## config.mk

```make
export PLATFORM = sky130hd
export DESIGN_NAME = fp_addsub_seq
export DESIGN_NICKNAME = d
export VERILOG_FILES = /design/src/rtl/fp_addsub_seq.sv
export SDC_FILE = /design/constraint.sdc
export NUM_CORES = 1
export LEC_CHECK = 0
export BUFFER_PORTS_ARGS = -buffer_cell sky130_fd_sc_hd__buf_4
export CAP_MARGIN = 0
export CORE_MARGIN = 2
export CORE_UTILIZATION = 49
export DETAILED_ROUTE_END_ITERATION = 10
export PLACE_DENSITY_LB_ADDON = 0.12
export SYNTH_ARGS = -nofsm -noshare
export SYNTH_HDL_FRONTEND = slang
export SYNTH_SLANG_ARGS = --single-unit
```

## constraint.sdc

```tcl
create_clock -name clk -period 7.1 [get_ports clk]
set_clock_uncertainty 0.1 [all_clocks]
set_input_delay 1.42 -clock clk [delete_from_list [all_inputs] [get_ports clk]]
set_output_delay 1.42 -clock clk [all_outputs]
set_load 0.05 [all_outputs]
```

## src/rtl/fp_addsub_seq.sv

```systemverilog
// fp_addsub_seq: multi-cycle parametrised FP add/subtract with valid/ready.
// Define FP_ROUND_NEAREST_EN for round-to-nearest-even; default truncates.
module fp_addsub_seq #(
  parameter int EXP_W = 5,
  parameter int MAN_W = 10,
  localparam int W = 1 + EXP_W + MAN_W
) (
  input  logic         clk,
  input  logic         rst,
  input  logic         in_valid,
  output logic         in_ready,
  input  logic [W-1:0] a,
  input  logic [W-1:0] b,
  input  logic         op,
  output logic         out_valid,
  input  logic         out_ready,
  output logic [W-1:0] result,
  output logic         ovf,
  output logic         unf,
  output logic         nan,
  output logic         zero
);
  localparam int MW = MAN_W + 4;
  localparam int XW = EXP_W + $clog2(MW + 1) + 1;
  localparam logic [XW-1:0] EMAX = XW'((1 << EXP_W) - 1);
  localparam logic [W-1:0] QNAN =
    {1'b0, {EXP_W{1'b1}}, 1'b1, {(MAN_W-1){1'b0}}};

  typedef enum logic [2:0] {
    S_IDLE, S_ALIGN, S_ADD, S_NORM, S_ROUND, S_DONE
  } state_t;

  state_t        state_q;
  logic [W-1:0]  a_q, b_q, sres_q, result_q;
  logic          op_q, spec_q, snan_q, sign_q, sub_q;
  logic [XW-1:0] exp_q;
  logic [MW-1:0] ml_q, ms_q, mant_q;
  logic [MW:0]   sum_q;
  logic          flush_q, nunf_q;
  logic          out_valid_q, ovf_q, unf_q, nan_q, zero_q;

  function automatic logic [XW-1:0] lzc(input logic [MW-1:0] v);
    lzc = XW'(MW);
    for (int i = 0; i < MW; i++)
      if (v[i]) lzc = XW'(MW - 1 - i);
  endfunction

  logic [EXP_W-1:0] ea, eb, el, es, dd;
  logic [MAN_W-1:0] fa, fb;
  logic             sa, sb, a_ge;
  logic             a_inf, b_inf, a_nan, b_nan;
  logic [MW-1:0]    xa, xb, xl, xs, ms_d;
  logic [2*MW-1:0]  wide;
  logic             spec_d, snan_d;
  logic [W-1:0]     sres_d;

  always_comb begin
    ea = a_q[W-2:MAN_W];
    eb = b_q[W-2:MAN_W];
    fa = (ea == '0) ? '0 : a_q[MAN_W-1:0];
    fb = (eb == '0) ? '0 : b_q[MAN_W-1:0];
    sa = a_q[W-1];
    sb = b_q[W-1] ^ op_q;
    a_inf = &ea;
    b_inf = &eb;
    a_nan = a_inf && (a_q[MAN_W-1:0] != '0);
    b_nan = b_inf && (b_q[MAN_W-1:0] != '0);
    spec_d = a_inf | b_inf;
    snan_d = a_nan | b_nan | (a_inf & b_inf & (sa ^ sb));
    sres_d = snan_d ? QNAN :
      {a_inf ? sa : sb, {EXP_W{1'b1}}, {MAN_W{1'b0}}};
    a_ge = {ea, fa} >= {eb, fb};
    xa = {ea != '0, fa, 3'b000};
    xb = {eb != '0, fb, 3'b000};
    el = a_ge ? ea : eb;
    es = a_ge ? eb : ea;
    xl = a_ge ? xa : xb;
    xs = a_ge ? xb : xa;
    dd = el - es;
    wide = {xs, {MW{1'b0}}} >> dd;
    // bits shifted past the round position collapse into sticky
    if (int'(dd) >= MW)
      ms_d = {{(MW-1){1'b0}}, |xs};
    else
      ms_d = {wide[2*MW-1:MW+1], wide[MW] | (|wide[MW-1:0])};
  end

  logic [MW:0] sum_d;
  logic        sgn_add_d;

  always_comb begin
    if (sub_q) sum_d = {1'b0, ml_q} - {1'b0, ms_q};
    else       sum_d = {1'b0, ml_q} + {1'b0, ms_q};
    sgn_add_d = (sub_q && sum_d == '0) ? 1'b0 : sign_q;
  end

  logic [XW-1:0] z, exp_n_d;
  logic [MW-1:0] mant_d;
  logic          flush_d, nunf_d;

  always_comb begin
    z = lzc(sum_q[MW-1:0]);
    mant_d = sum_q[MW-1:0] << z;
    exp_n_d = exp_q - z;
    flush_d = 1'b0;
    nunf_d = 1'b0;
    if (sum_q[MW]) begin
      mant_d = {sum_q[MW:2], |sum_q[1:0]};
      exp_n_d = exp_q + 1'b1;
    end else if (sum_q == '0) begin
      flush_d = 1'b1;
    end else if (exp_q <= z) begin
      flush_d = 1'b1;
      nunf_d = 1'b1;
    end
  end

  logic             inc;
  logic [MAN_W+1:0] rnd;
  logic [XW-1:0]    exp_r;
  logic [MAN_W-1:0] frac_r;
  logic [W-1:0]     res_d;
  logic             ovf_d;

`ifdef FP_ROUND_NEAREST_EN
  assign inc = mant_q[2] & (mant_q[1] | mant_q[0] | mant_q[3]);
`else
  logic unused_grs;
  assign inc = 1'b0;
  assign unused_grs = ^mant_q[2:0];
`endif

  always_comb begin
    rnd = {1'b0, mant_q[MW-1:3]} + {{(MAN_W+1){1'b0}}, inc};
    exp_r = exp_q;
    frac_r = rnd[MAN_W-1:0];
    if (rnd[MAN_W+1]) begin
      exp_r = exp_q + 1'b1;
      frac_r = rnd[MAN_W:1];
    end
    ovf_d = !spec_q && !flush_q && (exp_r >= EMAX);
    if (spec_q)
      res_d = sres_q;
    else if (flush_q)
      res_d = {sign_q, {(W-1){1'b0}}};
    else if (ovf_d)
      res_d = {sign_q, {EXP_W{1'b1}}, {MAN_W{1'b0}}};
    else
      res_d = {sign_q, exp_r[EXP_W-1:0], frac_r};
  end

  always_ff @(posedge clk) begin
    if (rst) begin
      state_q     <= S_IDLE;
      out_valid_q <= 1'b0;
      result_q    <= '0;
      ovf_q       <= 1'b0;
      unf_q       <= 1'b0;
      nan_q       <= 1'b0;
      zero_q      <= 1'b0;
    end else begin
      unique case (state_q)
        S_IDLE: if (in_valid) begin
          a_q     <= a;
          b_q     <= b;
          op_q    <= op;
          state_q <= S_ALIGN;
        end
        S_ALIGN: begin
          spec_q  <= spec_d;
          snan_q  <= snan_d;
          sres_q  <= sres_d;
          sign_q  <= a_ge ? sa : sb;
          sub_q   <= sa ^ sb;
          exp_q   <= XW'(el);
          ml_q    <= xl;
          ms_q    <= ms_d;
          state_q <= S_ADD;
        end
        S_ADD: begin
          sum_q   <= sum_d;
          sign_q  <= sgn_add_d;
          state_q <= S_NORM;
        end
        S_NORM: begin
          mant_q  <= mant_d;
          exp_q   <= exp_n_d;
          flush_q <= flush_d;
          nunf_q  <= nunf_d;
          state_q <= S_ROUND;
        end
        S_ROUND: begin
          result_q <= res_d;
          ovf_q    <= ovf_d;
          unf_q    <= !spec_q & nunf_q;
          nan_q    <= spec_q & snan_q;
          zero_q   <= res_d[W-2:MAN_W] == '0;
          state_q  <= S_DONE;
        end
        S_DONE: begin
          if (!out_valid_q) begin
            out_valid_q <= 1'b1;
          end else if (out_ready) begin
            out_valid_q <= 1'b0;
            state_q     <= S_IDLE;
          end
        end
        default: state_q <= S_IDLE;
      endcase
    end
  end

  assign in_ready  = !rst && (state_q == S_IDLE);
  assign out_valid = out_valid_q;
  assign result    = result_q;
  assign ovf       = ovf_q;
  assign unf       = unf_q;
  assign nan       = nan_q;
  assign zero      = zero_q;

endmodule

```

After elaboration in Yosys (flattened, before gate mapping)
Cells that the tools add are included.
- output and inout port bits: 22
- flip-flop bits (word level): 145
- logic and storage cells: 130
- input port bits: 37
- mux-type cells: 41
- equality and inequality tests: 9
- bitwise operators: 11
- reduce and logical (&&, ||, !) cells: 34
- shifts and indexed selects: 2
- magnitude comparators: 4
- add/subtract/negate cells: 5
- operators by type and width (cell ; count):
    two-way mux 10 bit ; 17
    two-way mux 15 bit ; 3
    zero test 15 bit ; 2
    two-way mux 14 bit ; 2
    OR reduction 14 bit ; 2
    right shift 28 x 5 -> 28 bit ; 1
    one-hot mux 10 bit (2 select lines) ; 1
    nonzero test 10 bit ; 2
    one-hot mux 3 bit (6 select lines) ; 1
    two-way mux 16 bit ; 1
    adder 14 x 14 -> 15 bit ; 1
    greater-or-equal comparator 15 bit ; 1
    zero test 5 bit ; 3
    subtractor 14 x 14 -> 15 bit ; 1
    << shifter 14 x 10 -> 13 bit ; 1
    two-way mux 13 bit ; 1
    adder 10 x 1 -> 10 bit, second input constant ; 1
    greater-or-equal comparator 10 x 5 -> 1 bit, second input constant ; 1
    <= comparator 10 bit ; 1
    two-way mux 5 bit ; 2
    AND reduction 5 bit ; 2
    nonzero test 5 bit ; 2
    subtractor 10 bit ; 1
    two-way mux 3 bit ; 3
    20 further kinds ; 53

Logic depth before layout (Yosys ltp)
- word-level depth: 17
- mapped depth: 23
- depth with buffers taken out: 20

Worst setup path after synthesis
No wires, ideal clock.
- path type: flip-flop to flip-flop
- start point: register a_q[13]
- end point: register ms_q[0] (data pin)
- period minus slack after synthesis: 5.308 ns
- stages on the path, launching flop included: 19
- library setup time: 0.158 ns
- arrival time: 5.050 ns
- setup slack: 1.792 ns
- path buffers: 1
- data required time: 6.842 ns
- cell sequence: edfxtp_1 > or4_4 > or2_2 > clkbuf_1 > and2_1 > ha_1 > maj3_2 > a2111oi_4 > o21a_4 > o21a_4 > mux2i_1 > ha_1 > inv_1 > mux4_2 > o22ai_1 > a21oi_1 > and3_1 > or4_1 > o211ai_1
- cells in the longest elaborated chain, start to end: 9
- elaborated cells on any way between the ends: 14
- those cells by class: add/sub (1); order compare (2); shift (1); mux (5); bitwise (1); reduce/logical (4)
- ends and longest elaborated chain (item ; line ; text):
    from (decl) ; 34 ; logic [W-1:0] a_q, b_q, sres_q, result_q;
    from (signal assigned) ; 164 ; a_q <= a;
    zero test 5 bit ; 60 ; fa = (ea == '0) ? '0 : a_q[MAN_W-1:0];
    two-way mux 10 bit ; 60 ;
    greater-or-equal comparator 15 bit ; 72 ; a_ge = {ea, fa} >= {eb, fb};
    two-way mux 5 bit, on equally long branches ; 75, 76 ;
    subtractor 5 bit ; 79 ; dd = el - es;
    right shift 28 x 5 -> 28 bit ; 80 ; wide = {xs, {MW{1'b0}}} >> dd;
    OR reduction 14 bit ; 85 ; ms_d = {wide[2*MW-1:MW+1], wide[MW] | (|wide[MW-1:0])};
    bitwise OR 1 bit ; 85 ;
    two-way mux 1 bit (*) ; 82 ; if (int'(dd) >= MW)
    via ms_d[0] ; 52 ; logic [MW-1:0] xa, xb, xl, xs, ms_d;
    to (signal assigned) ; 177 ; ms_q <= ms_d;
    to (decl) ; 37 ; logic [MW-1:0] ml_q, ms_q, mant_q;
Mark *: on every way through the listed nets, which the timed path passes. The rest lies on a longest branch.
A chain may end at the register's enable or synchronous reset.

Worst setup path after layout
Same ends and word-level chain as after synthesis.

==> metrics.cfg <==
[worst_setup_path]
critPathKind=reg2reg
arrival_ns=6.35
cp-end-kind=register
crit_chain=or4_4 -> or2_2 -> and2_1 -> ha_1 -> maj3_2 -> a2111oi_4 -> o21a_4 -> o21a_4 -> mux2i_1 -> ha_1 -> inv_1 -> mux4_2 -> o22ai_1 -> a21oi_1 -> and3_1 -> or4_1 -> o211ai_1
required_ns=7.26
crit_slowest_cell=or4_4
cp-start-kind=register
cp_top_family=simple AND/OR/NAND/NOR gates
cp.buffers_inverters=1
cp_max_fo=32
max_stage_delay_ns=0.60

[sta]
hold_viol=0
fin_crit_sh_pct=87.1
setup_viol=0
max_freq_ghz=0.162
worstMarginPinSlew_ns=1.03
slew_violations=0
slew-limit-headroom_pct=31.0
min_period_ns=6.19
rsz0062_at_grt=false
tns_ns=0

[floorplanning]
core_area_sq_mm=0.0158
fp.dieH_um=131
io_pins=59
start_util_pct=49.8
die_x_um=131
row_count=46
die_area_sq_mm=0.0171

[global_route]
grt_overflow=0
grt_pass1_wl_um=30600
grt_pass1_vias=6000
antenna_found_initial=0
grtUsageTotal_pct=23.7
grt_start_max_net_pins=34

[finish]
drive_gt1_share_pct=15.5
insertedDiodeCount=0
final_cells=1060
area_growth_pct=14.8
layout.nets=900
stdcell_area_sq_mm=0.00905

[synthesis]
netlist_area_sq_mm=0.00788
ys_warn_count=0
synth_edf_count=100
yosysSeqAreaShare_pct=44.2
avgSynthCellArea_sq_um=10.1
yosys_most_used_dff=edfxtp_1
async_flop_share_pct=0
synth_nets=848
synth_cell_types=75
synth-seq-cells=124
syn_inst=779

[clocking]
cts_tree=yes
postCtsSetupRepairBufs=0
htreeDepth=4
clock-sinks=124
clockBufferDepth=2
clock_latency_ns=0.42
cts_hold_buf=0
clkTransAtPathRegs_ns=0.06
cts_inserted_buffers=17
cts_resized=0
ctsRootBufferMaster=clkbuf_16

[min_path]
hold_path_class=reg2reg

[power]
power_leakage_nw=3.43
pwr_density_cell_mw_per_mm2=249
ir_worst_vdd_mv=0.159

[placement]
globalplace.congestion=0.899
place_inst=1028
hpwl_um=14900
place_area_sq_mm=0.00848
port_buffers=58

[routing]
post_drt_wl_per_cell_um=18.1
drc=0
detail-route-antenna-nets=0
drtIter0Drc=385
wirelength_um=19200
routed_via_density=5.81
drt_first_pass_iters=6
dr_total_vias=6155

[flow_run]
cap_violations=0

[status]
outcome=completed

==> flip-flops by register name, indices dropped and copies added (netlist names), 2 cells and up <==
register,cells
a_q,16
b_q,16
result,16
sum_q,15
ms_q,14
ml_q,11
exp_q,10
mant_q,10
state_q,3
sres_q,2
==> cell type report <==
cell class / count / area [sq um]
Fill cell: 1344 / 6780
Multi-Input combinational cell: 587 / 4110
Sequential cell: 124 / 3480
Timing Repair Buffer: 63 / 473
Clock buffer: 18 / 429
Tap cell: 216 / 270
Inverter: 38 / 143
Clock inverter: 14 / 139
==> logic make-up (layout without fill, tap and decap cells) <==
| family | after synthesis | count (layout) | share of synthesized area, % |
|---|---|---|---|
| flip-flops | 124 | 124 | 44.2 |
| XOR/XNOR | 41 | 41 | 4.75 |
| AO/OA/AOI/OAI | 178 | 178 | 15.3 |
| adder cells (fa/ha/maj) | 35 | 35 | 5.60 |
| buffers and inverters | 68 | 133 | 3.64 |
| AND/OR/NAND/NOR | 280 | 280 | 17.8 |
| multiplexers | 53 | 53 | 8.69 |
==> per-layer routing <==
layer / part of all wire [%] / global-route usage, % / vias up
met4: 4.5 / 13.3 / 0
li1: - / - / 3016
met2: 50 / 41.7 / 184
met5: 0 / 0 / -
met1: 41 / 27.6 / 2898
met3: 3.6 / 3.66 / 57
==> placed cells by master (no fill, tap or decap), drive strengths merged, types with 14 or more instances in the layout <==
| master | n |
|---|---|
| a21oi | 45 |
| and2 | 14 |
| buf | 63 |
| clkbuf | 18 |
| dfxtp | 24 |
| edfxtp | 100 |
| ha | 31 |
| inv | 41 |
| mux2i | 32 |
| nand2 | 60 |
| nor2 | 89 |
| nor3 | 26 |
| o21ai | 36 |
| or4 | 15 |
| xnor2 | 32 |
==> through the flow <==
step	setup slack [ns]	hold slack [ns]	utilization, %	total power, mW
floorplan	1.79	0.359	-	1.30
global placement	1.16	0.345	53.6	1.43
detailed placement	0.979	0.351	53.6	1.44
CTS	0.943	0.359	57.2	2.26
global route	0.547	0.380	57.2	2.35
finish	0.914	0.354	57.2	2.25
==> cell usage after synthesis, types with 3 or more instances <==
cell	instances	area share [%]
nor4_1	12	0.95
a31oi_1	7	0.56
ha_1	31	4.9
o21ai_0	34	2.2
inv_1	37	1.8
a21oi_1	45	2.9
a21o_1	8	0.76
edfxtp_1	100	38
or4_1	13	1.2
nand3b_1	4	0.38
nand4_1	6	0.48
xor2_1	9	1.0
and4_1	3	0.33
and2_1	14	1.1
maj3_2	3	0.43
a21boi_0	6	0.57
o211ai_1	3	0.29
clkbuf_1	22	1.0
o21a_4	3	0.57
and3_1	6	0.48
a211oi_1	13	1.2
nand2_1	60	2.9
a22oi_1	13	1.2
nor2b_1	11	0.87
nor3_1	26	1.7
mux4_2	8	2.3
nand3_1	12	0.76
o21bai_1	6	0.57
or2_2	3	0.24
xnor2_1	30	3.3
buf_2	3	0.19
mux2_2	9	1.3
nand2b_1	7	0.56
mux2i_1	32	4.1
nor3b_1	4	0.38
o21a_1	5	0.48
o22ai_1	5	0.40
o31ai_1	3	0.29
a2bb2oi_1	3	0.33
dfxtp_1	24	6.1
a41oi_1	3	0.33
nor2_1	89	4.2
==> worst min-delay path, delay by kind of cell, from the launching register on <==
kind            cells  cell delay (ns)
compound gates      1             0.05
flops               1             0.31
simple gates        1             0.05
==> power breakdown <==
| group | leakage, nW | internal, mW | total, mW | switching (mW) |
|---|---|---|---|---|
| registers | 1.11 | 0.851 | 0.896 | 0.0452 |
| clock network | 0.269 | 0.487 | 0.825 | 0.337 |
| logic | 2.05 | 0.219 | 0.530 | 0.311 |
==> final timing paths <==
path                            cells after the start    start  slack (ns)  endpoint
worst max-delay path                               17  a_q[13]        0.91   ms_q[0]
worst min-delay path                                2      nan        0.35       nan
worst max register to register                     17  a_q[13]        0.91   ms_q[0]
worst min register to register                      2      nan        0.35       nan
(Power assumes the default switching activity.)
